==> src/rtl/bf_cell_sequencer_pkg.sv <==
// Shared types and defaults for the run-length data-cell sequencer.
// Optional build macro CELL_SAT_EN (saturating arithmetic) is consumed by bf_cell_sequencer.
package bf_cell_sequencer_pkg;

    localparam int WIDTH_DEF  = 8;
    localparam int ADDR_W_DEF = 15;
    localparam int CNT_W_DEF  = 8;

    // Command opcodes; OP_RSV behaves exactly like OP_NOP (read only).
    typedef enum logic [1:0] {
        OP_NOP = 2'b00,
        OP_INC = 2'b01,
        OP_DEC = 2'b10,
        OP_RSV = 2'b11
    } op_e;

    // Sequencer states, kept as plain constants so legacy tools can map them.
    localparam logic [2:0] ST_IDLE  = 3'd0;
    localparam logic [2:0] ST_READ  = 3'd1;
    localparam logic [2:0] ST_LOAD  = 3'd2;
    localparam logic [2:0] ST_APPLY = 3'd3;
    localparam logic [2:0] ST_WRITE = 3'd4;

    // True for opcodes that actually step the ALU.
    function automatic logic op_is_step(input logic [1:0] op);
        return (op == OP_INC) || (op == OP_DEC);
    endfunction

endpackage

==> src/rtl/bf_cell_sequencer_if.sv <==
// Bundle of command, data-RAM and ALU signals around the cell sequencer.
// master = the sequencer itself, slave = decode stage + RAM + ALU at the parent.
interface bf_cell_sequencer_if #(
    parameter int WIDTH  = bf_cell_sequencer_pkg::WIDTH_DEF,
    parameter int ADDR_W = bf_cell_sequencer_pkg::ADDR_W_DEF,
    parameter int CNT_W  = bf_cell_sequencer_pkg::CNT_W_DEF
) ();

    // command handshake
    logic              cmd_valid;
    logic              cmd_ready;
    logic [1:0]        cmd_op;
    logic [ADDR_W-1:0] cmd_addr;
    logic [CNT_W-1:0]  cmd_count;

    // data RAM
    logic [ADDR_W-1:0] mem_addr;
    logic              mem_re;
    logic [WIDTH-1:0]  mem_rdata;
    logic              mem_we;
    logic [WIDTH-1:0]  mem_wdata;

    // ALU
    logic [WIDTH-1:0]  alu_a;
    logic              alu_nochange;
    logic              alu_decrement;
    logic              alu_increment;
    logic [WIDTH-1:0]  alu_out;

    // completion
    logic              done;
    logic [WIDTH-1:0]  result;
    logic              sat_hit;

    modport master (
        input  cmd_valid, cmd_op, cmd_addr, cmd_count, mem_rdata, alu_out,
        output cmd_ready, mem_addr, mem_re, mem_we, mem_wdata,
               alu_a, alu_nochange, alu_decrement, alu_increment,
               done, result, sat_hit
    );

    modport slave (
        output cmd_valid, cmd_op, cmd_addr, cmd_count, mem_rdata, alu_out,
        input  cmd_ready, mem_addr, mem_re, mem_we, mem_wdata,
               alu_a, alu_nochange, alu_decrement, alu_increment,
               done, result, sat_hit
    );

endinterface

==> src/rtl/bf_cell_sequencer.sv <==
// Read-modify-write sequencer for one run-length data-cell command:
// READ the cell, step the external ALU N times, WRITE the cell back.
// Build macro CELL_SAT_EN: clip at 0 / all-ones instead of wrapping, report sat_hit.
module bf_cell_sequencer
    import bf_cell_sequencer_pkg::*;
#(
    parameter int WIDTH  = WIDTH_DEF,
    parameter int ADDR_W = ADDR_W_DEF,
    parameter int CNT_W  = CNT_W_DEF
) (
    input  logic                  clk,
    input  logic                  rst_n,
    bf_cell_sequencer_if.master   bus
);

    logic [2:0]        r_state;
    logic [2:0]        w_state_next;
    op_e               r_op;
    logic              r_step;      // op really modifies the cell (INC/DEC with count != 0)
    logic [ADDR_W-1:0] r_addr;
    logic [CNT_W-1:0]  r_cnt;
    logic [WIDTH-1:0]  r_acc;
    logic [WIDTH-1:0]  r_result;

    logic              w_accept;
    logic              w_sat_now;
    logic              w_inc;
    logic              w_dec;
    logic              w_skip_load;
    logic              w_done;
    logic [WIDTH-1:0]  w_done_value;

    assign w_accept = bus.cmd_valid & bus.cmd_ready;

`ifdef CELL_SAT_EN
    logic r_sat;

    // Acc already sits on the bound in the direction of travel: hold instead of wrapping.
    assign w_sat_now = (r_state == ST_APPLY) &&
                       (((r_op == OP_INC) && (r_acc == {WIDTH{1'b1}})) ||
                        ((r_op == OP_DEC) && (r_acc == {WIDTH{1'b0}})));

    // Sticky clip flag for the op in flight, cleared when the next command is taken.
    always_ff @(posedge clk or negedge rst_n) begin
        if (!rst_n) begin
            r_sat <= 1'b0;
        end else if (w_accept) begin
            r_sat <= 1'b0;
        end else if (w_sat_now) begin
            r_sat <= 1'b1;
        end
    end

    assign bus.sat_hit = r_sat;
`else
    assign w_sat_now   = 1'b0;
    assign bus.sat_hit = 1'b0;
`endif

    // A non-modifying op finishes in LOAD straight from the RAM data; WRITE then stays quiet.
    assign w_skip_load  = (r_state == ST_LOAD) && !r_step;
    assign w_done       = w_skip_load || ((r_state == ST_WRITE) && r_step);
    assign w_done_value = w_skip_load ? bus.mem_rdata : r_acc;

    // ALU controls: exactly one of the three is high in every cycle.
    assign w_inc = (r_state == ST_APPLY) && (r_op == OP_INC) && !w_sat_now;
    assign w_dec = (r_state == ST_APPLY) && (r_op == OP_DEC) && !w_sat_now;

    // Next-state decode for IDLE -> READ -> LOAD -> (APPLY) -> WRITE -> IDLE.
    always_comb begin
        w_state_next = r_state;
        case (r_state)
            ST_IDLE:  if (w_accept) w_state_next = ST_READ;
            ST_READ:  w_state_next = ST_LOAD;
            ST_LOAD:  w_state_next = r_step ? ST_APPLY : ST_WRITE;
            ST_APPLY: if (r_cnt == CNT_W'(1)) w_state_next = ST_WRITE;
            ST_WRITE: w_state_next = ST_IDLE;
            default:  w_state_next = ST_IDLE;
        endcase
    end

    // State register; reset in any state aborts the op before it can write.
    always_ff @(posedge clk or negedge rst_n) begin
        if (!rst_n) begin
            r_state <= ST_IDLE;
        end else begin
            r_state <= w_state_next;
        end
    end

    // Command latch, accumulator, down-counter and held result.
    always_ff @(posedge clk or negedge rst_n) begin
        if (!rst_n) begin
            r_op     <= OP_NOP;
            r_step   <= 1'b0;
            r_addr   <= '0;
            r_cnt    <= '0;
            r_acc    <= '0;
            r_result <= '0;
        end else begin
            if (w_accept) begin
                r_op   <= op_e'(bus.cmd_op);
                r_step <= op_is_step(bus.cmd_op) && (bus.cmd_count != '0);
                r_addr <= bus.cmd_addr;
                r_cnt  <= bus.cmd_count;
            end
            if (r_state == ST_LOAD) begin
                r_acc <= bus.mem_rdata;
            end
            if (r_state == ST_APPLY) begin
                r_acc <= w_sat_now ? r_acc : bus.alu_out;
                r_cnt <= r_cnt - CNT_W'(1);
            end
            if (w_done) begin
                r_result <= w_done_value;
            end
        end
    end

    assign bus.cmd_ready     = (r_state == ST_IDLE);
    assign bus.mem_addr      = r_addr;
    assign bus.mem_re        = (r_state == ST_READ);
    assign bus.mem_we        = (r_state == ST_WRITE) && r_step;
    assign bus.mem_wdata     = r_acc;
    assign bus.alu_a         = r_acc;
    assign bus.alu_increment = w_inc;
    assign bus.alu_decrement = w_dec;
    assign bus.alu_nochange  = !(w_inc || w_dec);
    assign bus.done          = w_done;
    assign bus.result        = w_done ? w_done_value : r_result;

endmodule

==> src/flat_wrapper.sv <==
// flat-port wrapper written by rule: the top's interface ports become plain ports
module bf_cell_sequencer_flat import bf_cell_sequencer_pkg::*;
#(
    parameter int WIDTH  = WIDTH_DEF,
    parameter int ADDR_W = ADDR_W_DEF,
    parameter int CNT_W  = CNT_W_DEF
)
  (clk, rst_n, bus_cmd_valid, bus_cmd_op, bus_cmd_addr, bus_cmd_count, bus_mem_rdata, bus_alu_out, bus_cmd_ready, bus_mem_addr, bus_mem_re, bus_mem_we, bus_mem_wdata, bus_alu_a, bus_alu_nochange, bus_alu_decrement, bus_alu_increment, bus_done, bus_result, bus_sat_hit);
  bf_cell_sequencer_if #(.WIDTH(WIDTH), .ADDR_W(ADDR_W), .CNT_W(CNT_W)) bus_i ();
  input  logic clk;
  input  logic rst_n;
  input wire logic [$bits(bus_i.cmd_valid)-1:0] bus_cmd_valid;
  input wire logic [$bits(bus_i.cmd_op)-1:0] bus_cmd_op;
  input wire logic [$bits(bus_i.cmd_addr)-1:0] bus_cmd_addr;
  input wire logic [$bits(bus_i.cmd_count)-1:0] bus_cmd_count;
  input wire logic [$bits(bus_i.mem_rdata)-1:0] bus_mem_rdata;
  input wire logic [$bits(bus_i.alu_out)-1:0] bus_alu_out;
  output wire logic [$bits(bus_i.cmd_ready)-1:0] bus_cmd_ready;
  output wire logic [$bits(bus_i.mem_addr)-1:0] bus_mem_addr;
  output wire logic [$bits(bus_i.mem_re)-1:0] bus_mem_re;
  output wire logic [$bits(bus_i.mem_we)-1:0] bus_mem_we;
  output wire logic [$bits(bus_i.mem_wdata)-1:0] bus_mem_wdata;
  output wire logic [$bits(bus_i.alu_a)-1:0] bus_alu_a;
  output wire logic [$bits(bus_i.alu_nochange)-1:0] bus_alu_nochange;
  output wire logic [$bits(bus_i.alu_decrement)-1:0] bus_alu_decrement;
  output wire logic [$bits(bus_i.alu_increment)-1:0] bus_alu_increment;
  output wire logic [$bits(bus_i.done)-1:0] bus_done;
  output wire logic [$bits(bus_i.result)-1:0] bus_result;
  output wire logic [$bits(bus_i.sat_hit)-1:0] bus_sat_hit;
  assign bus_i.cmd_valid = bus_cmd_valid;
  assign bus_i.cmd_op = bus_cmd_op;
  assign bus_i.cmd_addr = bus_cmd_addr;
  assign bus_i.cmd_count = bus_cmd_count;
  assign bus_i.mem_rdata = bus_mem_rdata;
  assign bus_i.alu_out = bus_alu_out;
  assign bus_cmd_ready = bus_i.cmd_ready;
  assign bus_mem_addr = bus_i.mem_addr;
  assign bus_mem_re = bus_i.mem_re;
  assign bus_mem_we = bus_i.mem_we;
  assign bus_mem_wdata = bus_i.mem_wdata;
  assign bus_alu_a = bus_i.alu_a;
  assign bus_alu_nochange = bus_i.alu_nochange;
  assign bus_alu_decrement = bus_i.alu_decrement;
  assign bus_alu_increment = bus_i.alu_increment;
  assign bus_done = bus_i.done;
  assign bus_result = bus_i.result;
  assign bus_sat_hit = bus_i.sat_hit;
  bf_cell_sequencer #(.WIDTH(WIDTH), .ADDR_W(ADDR_W), .CNT_W(CNT_W)) u_core (.clk(clk), .rst_n(rst_n), .bus(bus_i));
endmodule
==> config.mk <==
export PLATFORM = sky130hd
export DESIGN_NAME = bf_cell_sequencer_flat
export DESIGN_NICKNAME = d
export VERILOG_FILES = /design/src/rtl/bf_cell_sequencer_pkg.sv /design/src/rtl/bf_cell_sequencer_if.sv /design/src/rtl/bf_cell_sequencer.sv /design/src/flat_wrapper.sv
export SDC_FILE = /design/constraint.sdc
export NUM_CORES = 1
export LEC_CHECK = 0
export ABC_AREA = 1
export CAP_MARGIN = 20
export CORE_ASPECT_RATIO = 0.9
export CORE_MARGIN = 1
export CORE_UTILIZATION = 45
export DETAILED_ROUTE_END_ITERATION = 12
export HOLD_SLACK_MARGIN = 0.05
export PLACE_DENSITY = 0.83
export SETUP_SLACK_MARGIN = 0.1
export SLEW_MARGIN = 30
export SYNTH_ARGS = -nofsm -noshare
export SYNTH_HDL_FRONTEND = slang
export SYNTH_SLANG_ARGS = --single-unit
==> constraint.sdc <==
create_clock -name clk -period 1.9 [get_ports clk]
set_input_delay 0.285 -clock clk [delete_from_list [all_inputs] [get_ports clk]]
set_output_delay 0.285 -clock clk [all_outputs]
set_load 0.05 [all_outputs]
-- Yosys cells after proc, flatten, opt, wreduce, memory -nomap -nowiden
Cells that the tools add are included.
- $add $sub $neg: 1
- equality and inequality tests: 11
- muxes and demuxes: 10
- bitwise logic cells: 1
- reduce and logical (&&, ||, !) cells: 15
- operator list (operator ; count):
    two-way mux 8 bit ; 6
    one-hot mux 3 bit (4 select lines) ; 1
    two-way mux 3 bit ; 3
    equality test 8 x 1 -> 1 bit, second input constant ; 1
    nonzero test 8 bit ; 1
    subtractor 8 x 1 -> 8 bit, second input constant ; 1
    equality test 3 x 2 -> 1 bit, second input constant ; 2
    logical AND 1 bit ; 5
    equality test 2 x 1 -> 1 bit, second input constant ; 2
    equality test 2 bit, second input constant ; 2
    inequality test 2 bit, second input constant ; 2
    nonzero test 2 bit ; 2
    equality test 3 x 1 -> 1 bit, second input constant ; 1
    equality test 3 bit, second input constant ; 1
    zero test 3 bit ; 1
    logical OR 1 bit ; 3
    zero test 1 bit ; 2
    AND reduction 2 bit ; 1
    AND 1 bit ; 1
- register bits: 45
- bits of input ports: 44
- output and inout bits: 47
- word-level logic and storage cells: 45

-- Depth between registers and ports, before layout
- depth in word-level cells: 4
- mapped depth: 8
- gate-level depth less buffers: 8

-- Least setup slack after synthesis
OpenSTA, ideal clock, no wires.
- kind: register to output
- start: reg u_core.r_state[2]
- end: out bus_alu_nochange
- arrival time: 2.456 ns
- data required time: 1.615 ns
- setup slack: -0.841 ns
- cell stages (with the launch flop): 6
- path buffers: 1
- cell sequence: dfrtp_1 > nor2_4 > nand2_1 > buf_6 > nor3_1 > nor2_1
- longest elaborated chain between the ends: 4
- elaborated cells between the ends (all ways): 5
- classes of those cells: eq/ne: 1; reduce/logical: 4
- ends and longest elaborated chain (element ; RTL line ; source):
    from (decl) ; bf_cell_sequencer.sv:16 ; logic [2:0] r_state;
    from (signal assigned) ; bf_cell_sequencer.sv:87 ; r_state <= w_state_next;
    equality test 3 x 2 -> 1 bit ; bf_cell_sequencer.sv:67 ; assign w_dec = (r_state == ST_APPLY) && (r_op == OP_DEC) && !w_sat_now;
    logical AND 1 bit ; bf_cell_sequencer.sv:67 ;
    via bus_alu_decrement ; flat_wrapper.sv:25 ; output wire logic [$bits(bus_i.alu_decrement)-1:0] bus_alu_decrement;
    logical OR 1 bit ; bf_cell_sequencer.sv:128 ; assign bus.alu_nochange = !(w_inc || w_dec);
    zero test 1 bit ; bf_cell_sequencer.sv:128 ;
    to (decl) ; flat_wrapper.sv:24 ; output wire logic [$bits(bus_i.alu_nochange)-1:0] bus_alu_nochange;
The timed path passes the listed nets, and every way through them passes these cells.

-- Worst setup path in the final report
- start: reg u_core.r_state[2]
- end: out bus_result[7]
- longest elaborated chain between the ends: 4
- elaborated cells between the ends (all ways): 7
- classes of those cells: eq/ne: 2; mux: 2; reduce/logical: 3
- ends and longest elaborated chain (element ; RTL line ; source):
    equality test 3 x 2 -> 1 bit or equality test 3 bit (tied branches) ; bf_cell_sequencer.sv:61, bf_cell_sequencer.sv:62 ;
    logical AND 1 bit (on tied branches) ; bf_cell_sequencer.sv:61, bf_cell_sequencer.sv:62 ;
    two-way mux 8 bit or logical OR 1 bit (tied branches) ; bf_cell_sequencer.sv:63, bf_cell_sequencer.sv:62 ;
    two-way mux 8 bit (*) ; bf_cell_sequencer.sv:130 ; assign bus.result = w_done ? w_done_value : r_result;
    to (decl) ; flat_wrapper.sv:28 ; output wire logic [$bits(bus_i.result)-1:0] bus_result;
Every way passes the cells marked *; elsewhere a longest branch is shown, timed or not.

==> run metrics <==
outcome finished, violations left; failing checks setup timing; leading area contributor after synthesis dfrtp_1; Post-DP HPWL 4.61 mm; Reg power frac 23.2%; Sw Share 53.7%; Post-synth top cells 105 x nand2_1, 45 x dfrtp_1, 26 x nand3_1; CP required 1.62 ns; top layer in use met4; top-area cell type share of the netlist area 49.2%; total global routing track utilization 28.1%; Hold Fails Final Rpt 0; Worst-path clk slew 0.09 ns; pre-CTS setup slack 0.161 ns; WL met1 2.91 mm; CTS Root Cell clkbuf_8; GRT overflow 0; Core ar. 0.00486 mm2; R2R Setup Slk 0.21 ns; leakage power 0.00193 uW; cell seen most often among critical-path stages nor2_4; CP peak stage delay 0.45 ns; critical path peak fanout 5; syn nets 335; maximum clock rate 504 MHz; max_cap viols 0; nets@finish 446; Worst Hold Slack 0.416 ns; post-layout util 80.0%; Pint 3770 uW; initial antenna violation count 0; Critical Path Sink Type primary output; GPL Wtd Cong 0.877; layout cell share with drive strength beyond 1 26.3%; critical path class reg -> out; Synth async-reset ratio 100%; critical path launch point u_core.r_state[2]; Yosys warning total 0; via-per-instance ratio 5.31; EDFF count, synth 0; Area Growth Syn to Fin 70.2%; Slowest-stage cell, CP dfrtp_2; Critical Path Start Type flip-flop; ant diodes 0; max-slew violations 0; setup_tns -0.518 ns; die area 0.00537 mm2; Worst Clk Skew 0.0130 ns; routed wl met3 580 um; drc violations 0; final critical-path share of the clock period 104%; largest net degree at the start of global routing 18; reg-to-reg endpoint u_core.r_state[0]; Initial DRT Pass Iterations 4; first-pass GRT wire length 11.6 mm; Mapped Avg Cell Area 7.91 um2; met2 wire length 3.70 mm; Critical R2R Launch u_core.r_state[2]; post-layout min period 1.98 ns; drt first-iter violations 197; Pwr Total 8140 uW; vias in the first global route 2473; Die Wd 77.2 um; unrepaired setup endpoints after global routing true; Bufs on Longest Clock Path 2; Final Routed Wirelength 7.45 mm; CP Cell Sequence nor2_4 -> nand2_4 -> nor2_8 -> buf_6 -> inv_12 -> nor2_4 -> o21ai_4 -> buf_12; Inserted Clock Buffers 5; critical path arrival 1.70 ns; CTS tree done; H-tree depth 2; largest cells by area after synthesis dfrtp_1 49%, nand2_1 17%, nand3_1 5.7%, buf_4 3.6%, nor2_1 3.3%; Yosys cell types 31; top_reg_cell synth dfrtp_1; Setup WS post-layout -0.0823 ns; clk sink count 45; Clock Power Share 7.2%; wire per inst 16.0 um; FP Rows 24; VDD IR-drop max 1.26 mV; final number of setup-violating endpoints 9; via count 2469; R2R depth 8; top-count cell post-synth nand2_1; Final ANT Viol Nets 0; Worst-Skew Late Latency 0.30 ns; P_sw 4370 uW; die height 69.6 um; Pwr Density 2090 mW/mm2; post-synthesis register bit count 45; Mapped Area 0.00229 mm2; Port Buffers 89; Min-Delay Path Class in -> async; Worst Tran Pin Value 0.529 ns; IO Pins 91; Slew HR 64.6%; Initial Util 47.0%; Gate Count Post-Synth 289; sequential area share after synthesis 49.2%; combinational share of power 69.6%
[worst max-delay path by stage]
stage	slack (ns)	to	cells after the start
2_1_floorplan	0.00005	bus_alu_nochange	5
3_3_place_gp	0.23	bus_result[0]	6
3_5_place_dp	0.16	bus_result[0]	6
4_1_cts	-0.02	bus_result[1]	9
5_1_grt	-0.14	bus_result[7]	8
6_report	-0.08	bus_result[7]	8
[logic make-up after synthesis]
kind of cell / count (synthesis) / synth area share (%)
buffers and inverters: 40 / 9.30
AND/OR/NAND/NOR: 163 / 31.1
flip-flops: 45 / 49.2
adder cells (fa/ha/maj): 2 / 1.09
AO/OA/AOI/OAI: 37 / 8.75
XOR/XNOR: 1 / 0.383
other: 1 / 0.164
[cell usage in the layout, fill, tap and decap left out, types with 2 or more instances in the layout]
cell / instances
buf_12: 15
a21oi_2: 6
buf_4: 22
o22ai_1: 2
nand3_1: 18
nor3_4: 2
nor2_2: 2
inv_1: 18
nor2_1: 11
nand3_2: 9
inv_8: 2
dfrtp_1: 41
inv_2: 3
nor2_4: 11
dfrtp_2: 4
dlymetal6s2s_1: 8
clkbuf_8: 5
clkdlybuf4s50_1: 49
o21ai_4: 8
ha_1: 2
nand2_1: 104
dlygate4sd2_1: 16
a21oi_1: 6
o21ai_0: 11
nand2_4: 2
clkinv_4: 2
o211ai_1: 2
buf_6: 3
[power by group through the flow]
stage | registers (uW) | clock network [uW] | logic [uW]
floorplan | 2570 | 0 | 2630
global placement | 1830 | 0 | 5140
detailed placement | 1830 | 0 | 5240
CTS | 1860 | 581 | 5480
global route | 1940 | 631 | 5950
finish | 1890 | 584 | 5670
[cell type report]
cell class                 instances  area, um2
clock inverter                     2       16.3
clock buffer                       5       68.8
fill                             310        972
inverter                          24        108
timing repair buffer             115       1240
tap                               65       81.3
timing repair inverter             3       27.5
sequential                        45       1130
multi-input combinational        206       1210
[metrics by stage]
step                      std cells  cell area, um2
after global routing            465            3890
after global placement          435            3460
final                           465            3890
after floorplan                 289            2400
after CTS                       459            3800
after detailed placement        435            3460
[per-layer routing]
layer,GRT usage (%),up-vias
met3,6.45,28
met4,13.2,0
met5,0,-
li1,-,1135
met1,33.0,1167
met2,48.6,139
[registers in the layout, summed over array words and instances, names as in the netlist]
name,flops
u_core.r_step,1
u_core.r_state,3
u_core.r_op,2
u_core.bus.mem_addr,15
u_core.bus.alu_a,8
u_core.r_result,8
u_core.r_cnt,8
[critical path, delay by kind of cell (launching register included)]
| kind | cells | cell delay [ns] |
|---|---|---|
| compound gates | 1 | 0.09 |
| flops | 1 | 0.45 |
| buf+inv | 3 | 0.35 |
| simple gates | 4 | 0.50 |
[timing repair]
action / 4_1_cts / 5_1_grt
pin swaps: 8 / 7
resized for setup: 55 / 15
hold buffers: 1 / 0
endpoints found under the hold margin: 14 / 0
cloned: 3 / 2
buffers inserted: 13 / 4
endpoints found under the setup margin: 26 / 21
Note: power is estimated with default switching activity, not from simulation.
